## config.mk

```make
export PLATFORM = sky130hd
export DESIGN_NAME = fp16_accumulator
export DESIGN_NICKNAME = d
export VERILOG_FILES = /design/src/rtl/fp16_accumulator.sv
export SDC_FILE = /design/constraint.sdc
export NUM_CORES = 1
export LEC_CHECK = 0
export ABC_CLOCK_PERIOD_IN_PS = 7500
export CORE_AREA = 2 2 119 207
export CTS_BUF_LIST = sky130_fd_sc_hd__clkbuf_2
export DETAILED_ROUTE_END_ITERATION = 6
export DIE_AREA = 0 0 121 209
export SLEW_MARGIN = 40
export SYNTH_ARGS = -nofsm -noshare
export SYNTH_HDL_FRONTEND = slang
export SYNTH_SLANG_ARGS = --single-unit
```

## constraint.sdc

```tcl
create_clock -name clk -period 7.5 [get_ports clk]
set_input_delay 1.5 -clock clk [delete_from_list [all_inputs] [get_ports clk]]
set_output_delay 1.5 -clock clk [all_outputs]
set_load 0.05 [all_outputs]
```

## src/rtl/fp16_accumulator.sv

```systemverilog
// fp16_accumulator: sums valid/ready streamed FP16 products per in_last-delimited group through an align/add/normalize FSM
module fp16_accumulator #(
    parameter int COUNT_W = 8
) (
    input  logic               clk,
    input  logic               rst_n,
    input  logic               in_valid,
    output logic               in_ready,
    input  logic [15:0]        in_data,
    input  logic               in_last,
    output logic               out_valid,
    input  logic               out_ready,
    output logic [15:0]        out_data,
    output logic [COUNT_W-1:0] out_count
);
    typedef enum logic [2:0] {IDLE, ALIGN, ADD, NORM, OUT} state_t;

    state_t state_q, state_d;
    logic [15:0] op_q, op_d, acc_q, acc_d;
    logic last_q, last_d;
    logic [COUNT_W-1:0] count_q, count_d;
    logic [13:0] big_q, big_d, small_q, small_d;
    logic [4:0] exp_q, exp_d;
    logic sign_q, sign_d, sub_q, sub_d, zsign_q, zsign_d, nan_q, nan_d, inf_q, inf_d;
    logic [14:0] sum_q, sum_d;

    logic [14:0] a_mag, b_mag;
    logic [15:0] hi, lo;
    logic [13:0] hi_ext, lo_ext, lo_sh, lost, lo_al;
    logic [4:0] shamt;
    logic a_nan, a_inf, b_nan, b_inf;
    logic [3:0] lead_pos;
    logic [13:0] norm;
    logic rnd_up;
    logic [10:0] mant;
    logic signed [6:0] res_exp;
    logic [15:0] res;

    // Unpack acc and operand (subnormals as signed zero), order by magnitude, align the smaller with sticky
    always_comb begin
        a_mag  = acc_q[14:10] == 5'd0 ? 15'd0 : acc_q[14:0];
        b_mag  = op_q[14:10] == 5'd0 ? 15'd0 : op_q[14:0];
        hi     = b_mag > a_mag ? {op_q[15], b_mag} : {acc_q[15], a_mag};
        lo     = b_mag > a_mag ? {acc_q[15], a_mag} : {op_q[15], b_mag};
        hi_ext = {hi[14:10] != 5'd0, hi[9:0], 3'b000};
        lo_ext = {lo[14:10] != 5'd0, lo[9:0], 3'b000};
        shamt  = hi[14:10] - lo[14:10];
        lo_sh  = lo_ext >> shamt;
        lost   = lo_ext & ~(14'h3fff << shamt);
        lo_al  = {lo_sh[13:1], lo_sh[0] | (|lost)};
        a_inf  = (&acc_q[14:10]) && acc_q[9:0] == 10'd0;
        a_nan  = (&acc_q[14:10]) && acc_q[9:0] != 10'd0;
        b_inf  = (&op_q[14:10]) && op_q[9:0] == 10'd0;
        b_nan  = (&op_q[14:10]) && op_q[9:0] != 10'd0;
    end

    // Leading-one normalize, round to nearest even, then resolve specials, zero, overflow and underflow
    always_comb begin
        lead_pos = 4'd0;
        for (int i = 0; i < 15; i++) if (sum_q[i]) lead_pos = 4'(i);
        norm    = 14'(sum_q << (4'd14 - lead_pos));
        rnd_up  = norm[3] & (norm[2] | norm[1] | norm[0] | norm[4]);
        mant    = {1'b0, norm[13:4]} + {10'd0, rnd_up};
        res_exp = 7'(exp_q) + 7'(lead_pos) + 7'(mant[10]) - 7'd13;
        res     = nan_q ? 16'h7E00
                : inf_q ? {sign_q, 15'h7C00}
                : sum_q == 15'd0 ? {zsign_q, 15'd0}
                : res_exp >= 7'sd31 ? {sign_q, 15'h7C00}
                : res_exp <= 7'sd0 ? {sign_q, 15'd0}
                : {sign_q, res_exp[4:0], mant[9:0]};
    end

    // Datapath register updates for each FSM stage
    always_comb begin
        op_d    = op_q;
        last_d  = last_q;
        acc_d   = acc_q;
        count_d = count_q;
        big_d   = big_q;
        small_d = small_q;
        exp_d   = exp_q;
        sign_d  = sign_q;
        sub_d   = sub_q;
        zsign_d = zsign_q;
        nan_d   = nan_q;
        inf_d   = inf_q;
        sum_d   = sum_q;
        if (state_q == IDLE && in_valid) begin
            op_d   = in_data;
            last_d = in_last;
        end
        if (state_q == ALIGN) begin
            big_d   = hi_ext;
            small_d = lo_al;
            exp_d   = hi[14:10];
            sign_d  = hi[15];
            sub_d   = hi[15] ^ lo[15];
            zsign_d = hi[15] & lo[15];
            nan_d   = a_nan | b_nan | (a_inf & b_inf & (acc_q[15] ^ op_q[15]));
            inf_d   = a_inf | b_inf;
        end
        if (state_q == ADD)
            sum_d = sub_q ? {1'b0, big_q} - {1'b0, small_q} : {1'b0, big_q} + {1'b0, small_q};
        if (state_q == NORM) begin
            acc_d   = res;
            count_d = &count_q ? count_q : count_q + COUNT_W'(1);
        end
        if (state_q == OUT && out_ready) begin
            acc_d   = 16'h0000;
            count_d = '0;
        end
    end

    // State and datapath registers, asynchronously cleared
    always_ff @(posedge clk or negedge rst_n) begin
        if (!rst_n) begin
            state_q <= IDLE;
            op_q    <= 16'h0000;
            last_q  <= 1'b0;
            acc_q   <= 16'h0000;
            count_q <= '0;
            big_q   <= 14'd0;
            small_q <= 14'd0;
            exp_q   <= 5'd0;
            sign_q  <= 1'b0;
            sub_q   <= 1'b0;
            zsign_q <= 1'b0;
            nan_q   <= 1'b0;
            inf_q   <= 1'b0;
            sum_q   <= 15'd0;
        end else begin
            state_q <= state_d;
            op_q    <= op_d;
            last_q  <= last_d;
            acc_q   <= acc_d;
            count_q <= count_d;
            big_q   <= big_d;
            small_q <= small_d;
            exp_q   <= exp_d;
            sign_q  <= sign_d;
            sub_q   <= sub_d;
            zsign_q <= zsign_d;
            nan_q   <= nan_d;
            inf_q   <= inf_d;
            sum_q   <= sum_d;
        end
    end

    // Next-state sequencing through the fixed four-cycle accumulate pipeline
    always_comb begin
        state_d = state_q;
        unique case (state_q)
            IDLE:    state_d = in_valid ? ALIGN : IDLE;
            ALIGN:   state_d = ADD;
            ADD:     state_d = NORM;
            NORM:    state_d = last_q ? OUT : IDLE;
            OUT:     state_d = out_ready ? IDLE : OUT;
            default: state_d = IDLE;
        endcase
    end

    // Handshake outputs decoded from state; result and count held in acc/count
    always_comb begin
        in_ready  = state_q == IDLE;
        out_valid = state_q == OUT;
        out_data  = acc_q;
        out_count = count_q;
    end
endmodule

```

==> After elaboration in Yosys (flattened, before gate mapping) <==
Cells that the tools add are included.
{ "word_totals": {"reg_bits": 94, "memories": 0, "mem_bits_ro": 0, "mem_bits_rw": 0, "elab_cells": 104, "latch_bits": 0, "out_inout_bits": 26} }
{ "classes": {"eq_ne": 5, "n_shift": 3, "n_lt_le_gt_ge": 3, "n_mux": 33, "n_reduce_logical": 22, "n_div": 0, "addsub": 9, "multipliers": 0, "n_bitwise": 15} }
{ "ops": {"columns": ["operator", "n"], "rows": [
  ["two-way mux 16 bit", 7],
  ["two-way mux 15 bit", 5],
  ["two-way mux 4 bit", 13],
  ["two-way mux 8 bit", 3],
  ["logical NOT 10 bit", 2],
  ["nonzero test 10 bit", 2],
  ["adder 14 x 14 -> 15 bit", 1],
  ["greater-than comparator 15 bit", 1],
  ["logical NOT 15 bit", 1],
  ["one-hot mux 3 bit (5 select lines)", 1],
  ["<< shifter 15 x 4 -> 14 bit", 1],
  ["subtractor 14 x 14 -> 15 bit", 1],
  ["AND 14 bit", 1],
  ["inverter 14 bit", 1],
  ["OR reduction 14 bit", 1],
  ["<< shifter 14 x 5 -> 14 bit (first input constant)", 1],
  ["right shift 14 x 5 -> 14 bit", 1],
  ["adder 10 x 1 -> 11 bit", 1],
  ["logical NOT 5 bit", 2],
  ["AND reduction 5 bit", 2],
  ["nonzero test 5 bit", 2],
  ["adder 8 x 1 -> 8 bit (second input constant)", 1],
  ["AND reduction 8 bit", 1],
  ["adder 6 x 1 -> 7 bit", 1],
  ["other kinds (19)", 37]
]} }

==> Depth between registers and ports, before layout <==
Gate-level depths: netlist (run 1).
{ "logic_depth": {"ltp_word": 31, "depth_mapped": 32, "ltp_nobuf": 30} }

==> Worst setup path after synthesis (run 1) <==
No wires, ideal clock.
{ "synth_timing": {"path_type": "register to register", "start": "reg sum_q[13]", "end": "reg acc_q[0], in the netlist out_data[0]", "setup_time_ps": 83, "stages_incl_launch_ff": 33, "path_slack_ps": 1810, "synth_period_minus_slack_ps": 5690, "arrival_ps": 5607, "t_required_ps": 7417, "cell_sequence": "dfrtp_1 > buf_2 > nand2b_1 > nand2_1 > or2_1 > o21ai_4 > inv_2 > buf_2 > ha_1 > clkbuf_1 > and2_1 > mux2i_1 > nor2_1 > ha_1 > inv_1 > or3_4 > nor2_1 > nand4_1 > ha_1 > inv_1 > ha_1 > inv_1 > fa_1 > nor2b_1 > o21ai_0 > nand2b_1 > xnor2_1 > and4_1 > o21ai_0 > nand3_1 > nor2_1 > o211ai_1 > o21ai_0"} }
{ "synth_between": {"elab_chain_len": 19, "elab_cells_between_ends": 22, "cone_classes": "add/sub (5); order compare (2); shift (1); mux (9); bitwise (4); reduce/logical (1)"} }
{ "synth_rtl": {"columns": ["item", "line_no", "source"], "rows": [
  ["start, declared", "25", "logic [14:0] sum_q, sum_d;"],
  ["start signal, assigned", "145", "sum_q <= sum_d;"],
  ["two-way mux 4 bit (2 in series)", "60", "for (int i = 0; i < 15; i++) if (sum_q[i]) lead_pos = 4'(i);"],
  ["subtractor 4 bit", "61", "norm = 14'(sum_q << (4'd14 - lead_pos));"],
  ["<< shifter 15 x 4 -> 14 bit", "61", null],
  ["bitwise OR 1 bit (3 in series)", "62", "rnd_up = norm[3] & (norm[2] | norm[1] | norm[0] | norm[4]);"],
  ["AND 1 bit", "62", null],
  ["adder 10 x 1 -> 11 bit", "63", "mant = {1'b0, norm[13:4]} + {10'd0, rnd_up};"],
  ["adder 6 x 1 -> 7 bit", "64", "res_exp = 7'(exp_q) + 7'(lead_pos) + 7'(mant[10]) - 7'd13;"],
  ["subtractor 7 x 4 -> 7 bit", "64", null],
  ["<= comparator 7 x 1 -> 1 bit", "69", ": res_exp <= 7'sd0 ? {sign_q, 15'd0}"],
  ["two-way mux 15 bit", "69", null],
  ["two-way mux 15 bit", "68", ": res_exp >= 7'sd31 ? {sign_q, 15'h7C00}"],
  ["two-way mux 16 bit *", "67", ": sum_q == 15'd0 ? {zsign_q, 15'd0}"],
  ["two-way mux 16 bit *", "66", ": inf_q ? {sign_q, 15'h7C00}"],
  ["two-way mux 16 bit *", "65", "res = nan_q ? 16'h7E00"],
  ["two-way mux 16 bit *", "104", "if (state_q == NORM) begin"],
  ["two-way mux 16 bit *", "108", "if (state_q == OUT && out_ready) begin"],
  ["end signal, assigned", "120", "acc_q <= 16'h0000;"],
  ["end signal, assigned", "135", "acc_q <= acc_d;"],
  ["end, declared", "19", "logic [15:0] op_q, op_d, acc_q, acc_d;"]
]} }
Mark *: on every way between the ends. The rest lies on a longest branch, timed or not. The select of a mux whose other input is x is not followed.
A chain may end at the register's enable or synchronous reset.

==> Worst setup path in the final report (run 1) <==
Same ends and word-level chain as after synthesis.

==> results.tsv, run 1 <==
metric	value	unit
post-route-period-util	90.7	%
die_h	209	um
cts_made_buffers	9	
final_cell_mix	nand2_1, dfrtp_1, nor2_1	
clkTransAtPathRegs	300	ps
area_delta_synth_final	11.5	%
fin_crit	6800	ps
cp_num_buf_inv	5	
arrival	7400	ps
maxCapViolCount	0	
grt_pass1_wl	37.0	mm
syn_inst	893	
status	finished, final reports clean	
nets	995	
crit_path_end_kind	register	
relSlewSlack	49.2	%
ys_seq_area_share	30.7	%
critPathMostFrequentCell	ha_1	
setup_violations	0	
required	8100	ps
synth-edff-count	0	
clk_latency	680	ps
m1WireLength	8.35	mm
seqCellArea	2350	um2
post_cts_resized	0	
fin_area	8540	um2
design.core.area	23700	um2
yosys_warnings	0	
syn_area_per_cell	8.58	um2
initial_core_util	32.3	%
gp_congestion	0.935	
vias	6837	
io_pins	47	
drv_slew	0	
dieArea	25300	um2
slowest_stage	ha_1	
grt_overflow_total	0	
hold_buffers	0	
layout_commonest_cell	nand2_1	
wire_per_inst	18.5	um
cts_root_buf	clkbuf_2	
crit_family	simple AND/OR/NAND/NOR gates	
drt-vias-per-instance	5.55	
hpwl	18.3	mm
syn-num-nets	969	
routed_wl	22.8	mm
drt-initial-drc-count	372	
multi_input_area	4920	um2
h-tree-depth	3	
fp-row-count	75	
synthFlopType	dfrtp_1	
antenna_left	0	
cts_num_sinks	94	
synth.distinct_cells	83	
synth_seq_cells	94	
met2_length	12.4	mm
fin_skew	34.5	ps
cts_tree	yes	
portBuffers	46	
finalSetupTns	0	ps
die_w	121	um
fill_cells	2488	
synth-async-reset-ratio	100	%
path_class	reg -> reg	
drc	0	
cp_max_fo	15	
tightest_slew	756	ps
worstSetupStartpointType	register	
fin_util	36.0	%
wl_met3	541	um
antenna_found_initial	1	
cts_setup_buffers	0	
routed.top_layer	met4	
slowest_delay	620	ps
rsz0062_at_grt	no	
drtPass1Iterations	6	
drive_gt1_share	10.3	%
grt_max_degree	56	
placed_area	8430	um2
hold_viol_final	0	
clock_path_buffers	2	
max_freq	0.147	GHz
grt.total_usage	18.7	%
grt_pass1_vias	6945	
synth_area	7660	um2
hp-class	reg -> reg	
## worst register-to-register path, delay by kind of cell, from the launching register on
kind,cells,cell delay (ps)
XOR/XNOR,1,110
flip-flops,1,540
adder cells (fa/ha/maj),5,1650
AO/OA/AOI/OAI,5,960
multiplexers,1,340
AND/OR/NAND/NOR,12,2530
buffers and inverters,5,580
## cells in the mapped netlist, types with 11 or more instances
master    count  area, um2
a21oi_1      49        245
a22o_1       11       96.3
a31oi_1      13       81.3
clkbuf_1     29        109
dfrtp_1      94       2350
ha_1         53        663
inv_1        65        244
mux2_2       27        304
mux2i_1      17        170
mux4_2       13        293
nand2_1     100        375
nand3_1      21        105
nor2_1       79        297
nor3_1       13       65.1
o21ai_0      64        320
o22ai_1      11       68.8
xnor2_1      20        175
xor2_1       14        123
## routing by layer
metal / track usage, % / vias up
li1: - / 3293
met1: 19.4 / 3324
met2: 34.4 / 146
met3: 2.16 / 74
met4: 12.8 / 0
met5: 0 / -
## logic make-up after synthesis
family	count (synthesis)	share of synthesized area, %
XOR/XNOR	34	3.89
flip-flops	94	30.7
buffers and inverters	108	5.41
multiplexers	57	10.0
AND/OR/NAND/NOR	297	19.0
adder cells (fa/ha/maj)	55	9.18
AO/OA/AOI/OAI	248	21.8
## per-stage QoR
step / hold WS (ps) / std cells / worst slack, ps
after floorplan: 440 / 893 / 1810
after global placement: 457 / 1216 / 1080
after detailed placement: 470 / 1216 / 889
after CTS: 526 / 1232 / 773
after global routing: 541 / 1233 / 59.2
final: 520 / 1233 / 701
## state kept, by name, indices dropped and copies added, names as in the netlist, 3 cells and up
name,cells
op_q,16
out_data,16
sum_q,15
small_q,14
big_q,11
out_count,8
exp_q,5
state_q,3
## cell type report
| class | instances | area share [%] |
|---|---|---|
| sequential | 94 | 27.6 |
| clock buffer | 9 | 0.527 |
| multi-input combinational | 691 | 57.6 |
| tap | 308 | 4.51 |
| clock inverter | 7 | 0.659 |
| inverter | 69 | 3.03 |
| antenna | 1 | 0.0293 |
| timing repair buffer | 54 | 6.07 |
## final timing paths
check,from,to,slack (ps),depth (start not counted)
max in group asynchronous,rst_n,out_data[3]$_DFFE_PN0P_,5630,2
hold reg to reg,sign_q$_DFFE_PN0P_,sign_q$_DFFE_PN0P_,520,2
hold / removal,sign_q$_DFFE_PN0P_,sign_q$_DFFE_PN0P_,520,2
setup reg to reg,sum_q[13]$_DFFE_PN0P_,out_data[0]$_DFFE_PN0P_,700,29
min in group asynchronous,rst_n,sum_q[13]$_DFFE_PN0P_,750,1
setup / recovery,sum_q[13]$_DFFE_PN0P_,out_data[0]$_DFFE_PN0P_,700,29
Power of run 1 is left out: the tool's default activity adds up to more than one toggle a clock period on the data nets, which glitch-free logic cannot reach.
==> inputs of run 2 (changes only) <==
- CTS_CLUSTER_SIZE: default -> 8
- PLACE_DENSITY: default -> 0.56
==> results.tsv, run 2 (same netlist as run 1, synthesis figures left out) <==
metric	value	unit
status	finished, final reports clean	
fin_skew	56.9	ps
reg2reg_depth	29	
crit_path_start	sum_q[13]$_DFFE_PN0P_	
cp_num_buf_inv	5	
endpoint	out_data[0]$_DFFE_PN0P_	
fin_crit	6660	ps
initial_core_util	32.3	%
clk_latency	700	ps
grt_overflow_total	0	
cts_setup_buffers	0	
reg2reg_from	sum_q[13]$_DFFE_PN0P_	
hpwl	18.5	mm
layout_commonest_cell	nand2_1	
grt_max_degree	63	
fp-row-count	75	
reg2reg_to	out_data[0]$_DFFE_PN0P_	
required	8110	ps
arrival	7270	ps
finalSetupTns	0	ps
vias	6787	
slowest_delay	610	ps
tightest_slew	841	ps
post-route-period-util	88.8	%
h-tree-depth	3	
drive_gt1_share	10.3	%
drt-vias-per-instance	5.50	
die_h	209	um
clock_path_buffers	2	
setup_violations	0	
cts_num_sinks	94	
cts_root_buf	clkbuf_2	
post_cts_resized	0	
crit_family	simple AND/OR/NAND/NOR gates	
relSlewSlack	43.7	%
hold_buffers	0	
grt_pass1_wl	37.5	mm
drt-initial-drc-count	392	
antenna_found_initial	1	
portBuffers	46	
grt_pass1_vias	6852	
post-place-ws	915	ps
reg2reg_slack	840	ps
cts_made_buffers	9	
drv_slew	0	
grt.total_usage	19.1	%
rsz0062_at_grt	no	
final_cell_mix	nand2_1, dfrtp_1, nor2_1	
design.core.area	23700	um2
crit_path_end_kind	register	
path_depth	29	
maxCapViolCount	0	
wire_per_inst	18.7	um
hp-class	reg -> reg	
io_pins	47	
postLayoutSetupSlackWorst	839	ps
drc	0	
routed_wl	23.1	mm
clkTransAtPathRegs	300	ps
gp_congestion	0.937	
critPathMostFrequentCell	ha_1	
antenna_left	0	
max_freq	0.150	GHz
hold_viol_final	0	
drtPass1Iterations	4	
path_class	reg -> reg	
cts_tree	yes	
area_delta_synth_final	11.8	%
slowest_stage	ha_1	
worstSetupStartpointType	register	
nets	995	
cp_max_fo	15	
dieArea	25300	um2
die_w	121	um
-- run 2: layout make-up --
| type | count | area [um2] |
|---|---|---|
| fillers | 2477 | 15200 |
| multi-input cells | 691 | 4920 |
| flip-flops and latches | 94 | 2350 |
| repair buffers | 54 | 522 |
| well taps | 308 | 385 |
| inverters | 69 | 259 |
| clock inverters | 6 | 75.1 |
| clock buffers | 10 | 50.0 |
| diodes | 1 | 2.50 |
-- run 2: worst min path at each step --
| stage | start | slack [ps] | cells past startpoint | endpoint |
|---|---|---|---|---|
| global route | zsign_q$_DFFE_PN0P_ | 560 | 2 | zsign_q$_DFFE_PN0P_ |
| detailed placement | zsign_q$_DFFE_PN0P_ | 460 | 2 | zsign_q$_DFFE_PN0P_ |
| floorplan | zsign_q$_DFFE_PN0P_ | 440 | 2 | zsign_q$_DFFE_PN0P_ |
| CTS | zsign_q$_DFFE_PN0P_ | 520 | 2 | zsign_q$_DFFE_PN0P_ |
| global placement | zsign_q$_DFFE_PN0P_ | 460 | 2 | zsign_q$_DFFE_PN0P_ |
| finish | zsign_q$_DFFE_PN0P_ | 520 | 2 | zsign_q$_DFFE_PN0P_ |
-- run 2: metrics by stage --
| stage | utilization (%) | std cells | hold slack, ps | cell area, um2 |
|---|---|---|---|---|
| finish | 36.1 | 1233 | 517 | 8570 |
| global route | 36.1 | 1233 | 559 | 8570 |
| CTS | 36.0 | 1232 | 521 | 8560 |
| detailed placement | 35.5 | 1216 | 462 | 8430 |
| global placement | 35.5 | 1216 | 462 | 8420 |
| floorplan | - | 893 | 440 | 7660 |
-- run 2: layer usage --
metal | GRT usage (%) | share of wire, %
met5 | 0 | 0
met4 | 10.5 | 5.5
met2 | 35.5 | 55
met1 | 20.1 | 37
met3 | 2.73 | 3.1
-- run 2: worst register-to-register path, delay by kind of cell (launching register included) --
family / cells / cell delay, ps
compound gates: 5 / 910
xor+xnor: 1 / 110
fa+ha+maj: 5 / 1650
buf+inv: 5 / 560
flops: 1 / 540
mux: 1 / 340
simple gates: 12 / 2470
Power of run 2 is left out for the same reason.
==> inputs of run 3 (changes only) <==
- ABC_AREA: default -> 1
- CORE_AREA: 2 2 119 207 -> 2 2 119 208
- DIE_AREA: 0 0 121 209 -> 0 0 121 210
==> results.tsv, run 3 <==
metric	value	unit
synth_area	7700	um2
syn-num-nets	1193	
design.core.area	23700	um2
clk_latency	680	ps
grt_pass1_wl	37.6	mm
clkTransAtPathRegs	320	ps
crit_family	simple AND/OR/NAND/NOR gates	
rsz0062_at_grt	no	
path_class	reg -> reg	
area_delta_synth_final	11.1	%
drive_gt1_share	7.17	%
finalSetupTns	0	ps
fin_skew	64.7	ps
io_pins	47	
vias	7464	
gp_congestion	0.890	
cp_num_buf_inv	5	
antenna_left	0	
antenna_found_initial	1	
cts_setup_buffers	0	
grt_overflow_total	0	
routed_wl	23.5	mm
post_cts_resized	0	
drt-vias-per-instance	5.14	
die_h	210	um
wire_per_inst	16.2	um
dieArea	25400	um2
reg2reg_to	out_data[0]$_DFFE_PN0P_	
drc	0	
synth_area_leaders	dfrtp_1, nand2_1, ha_1	
fp-row-count	75	
synth.distinct_cells	53	
setup_violations	0	
status	finished, final reports clean	
layout_commonest_cell	nand2_1	
reg2reg_from	sum_q[3]$_DFFE_PN0P_	
hpwl	19.2	mm
ys_seq_area_share	30.5	%
max_freq	0.160	GHz
synth_most_common_cell	nand2_1	
die_w	121	um
grt_pass1_vias	7419	
grt_max_degree	53	
place_inst	1437	
clock_path_buffers	2	
drt-initial-drc-count	368	
maxCapViolCount	0	
h-tree-depth	3	
cts_made_buffers	9	
cts_num_sinks	94	
arrival	6900	ps
final_cell_mix	nand2_1, inv_1, nand3_1	
tightest_slew	746	ps
hp-class	reg -> reg	
synthTopCellsByCount	nand2_1, inv_1, nand3_1, o21ai_0, dfrtp_1	
reg2reg_slack	1230	ps
syn_inst	1117	
grt.total_usage	19.1	%
slowest_stage	ha_1	
nets	1216	
hold_viol_final	0	
drv_slew	0	
synth_seq_cells	94	
whs_endpoint	sum_q[6]$_DFFE_PN0P_	
crit_path_end_kind	register	
post-route-period-util	83.6	%
worstSetupStartpointType	register	
hold_buffers	0	
portBuffers	46	
synth-edff-count	0	
min_path_cells	2	
netlist.area_leader.share	30.5	%
cts_root_buf	clkbuf_2	
fin_util	36.1	%
cts_tree	yes	
instances_no_fill	1453	
cp_max_fo	15	
required	8130	ps
synth.largest_area_cell	dfrtp_1	
slowest_delay	540	ps
yosys_warnings	0	
relSlewSlack	49.8	%
hp-start	sum_q[6]$_DFFE_PN0P_	
synthFlopType	dfrtp_1	
synth-async-reset-ratio	100	%
initial_core_util	32.4	%
critPathMostFrequentCell	nand2_1	
fin_crit	6270	ps
reg2reg_depth	40	
drtPass1Iterations	5	
syn_area_per_cell	6.90	um2
## run 3: changes by cell type in the layout (fill, tap and decap cells not counted), moves of 11 or more
cell and change:
a21oi_1 +19, inv_1 +92, mux2_2 -21, mux2i_1 -14, mux4_2 -13, nand2_1 +156
nand2_2 +16, nand3_1 +80, nand4_1 +11, nor2_1 -16, o21ai_0 +34, o21ai_1 +16
xnor2_1 -19
## run 3: how the worst max path moves through the flow
stage                                    start                 endpoint  slack [ps]  cells after the start
after floorplan           sum_q[3]$_DFFE_PN0P_  out_data[0]$_DFFE_PN0P_        2340                     42
after global placement    sum_q[3]$_DFFE_PN0P_  out_data[0]$_DFFE_PN0P_        1450                     40
after detailed placement  sum_q[3]$_DFFE_PN0P_  out_data[0]$_DFFE_PN0P_        1290                     40
after CTS                 sum_q[3]$_DFFE_PN0P_  out_data[0]$_DFFE_PN0P_        1320                     40
after global routing      sum_q[3]$_DFFE_PN0P_  out_data[2]$_DFFE_PN0P_         580                     40
final                     sum_q[3]$_DFFE_PN0P_  out_data[0]$_DFFE_PN0P_        1230                     40
## run 3: per-layer routing
metal / vias up / track usage [%] / share of wire, %
li1: 3727 / - / -
met1: 3507 / 19.0 / 37
met2: 162 / 36.5 / 55
met3: 68 / 2.19 / 2.4
met4: 0 / 11.9 / 5.9
met5: - / 0 / 0
## run 3: layout make-up
type	instances	area [um2]
fill	2540	15200
multi-input combinational	817	4540
sequential	94	2350
inverter	169	637
timing repair buffer	49	480
tap	308	385
clock inverter	6	116
clock buffer	9	45.0
antenna	1	2.50
## run 3: kinds of logic after synthesis
family / Yosys count / synth area share, %
adders and majority gates: 55 / 9.13
buffers and inverters: 206 / 10.7
and+or+nand+nor: 507 / 30.1
AOI/OAI and AO/OA: 229 / 16.3
muxes: 9 / 1.27
xor gates and xnor gates: 17 / 2.03
DFF: 94 / 30.5
## run 3: tightest hold or removal path, delay by kind of cell, from the launching register on
kind	cells	cell delay, ps
AO/OA/AOI/OAI	1	60
AND/OR/NAND/NOR	1	50
flip-flops	1	390
## run 3: metrics by stage
| stage | hold WS, ps | cell area [um2] | worst slack (ps) |
|---|---|---|---|
| 3_3_place_gp | 457 | 8390 | 1450 |
| 5_1_grt | 570 | 8560 | 580 |
| 6_report | 520 | 8560 | 1230 |
| 4_1_cts | 523 | 8550 | 1320 |
| 2_1_floorplan | 443 | 7700 | 2340 |
| 3_5_place_dp | 468 | 8390 | 1290 |
Power of run 3 is left out for the same reason.
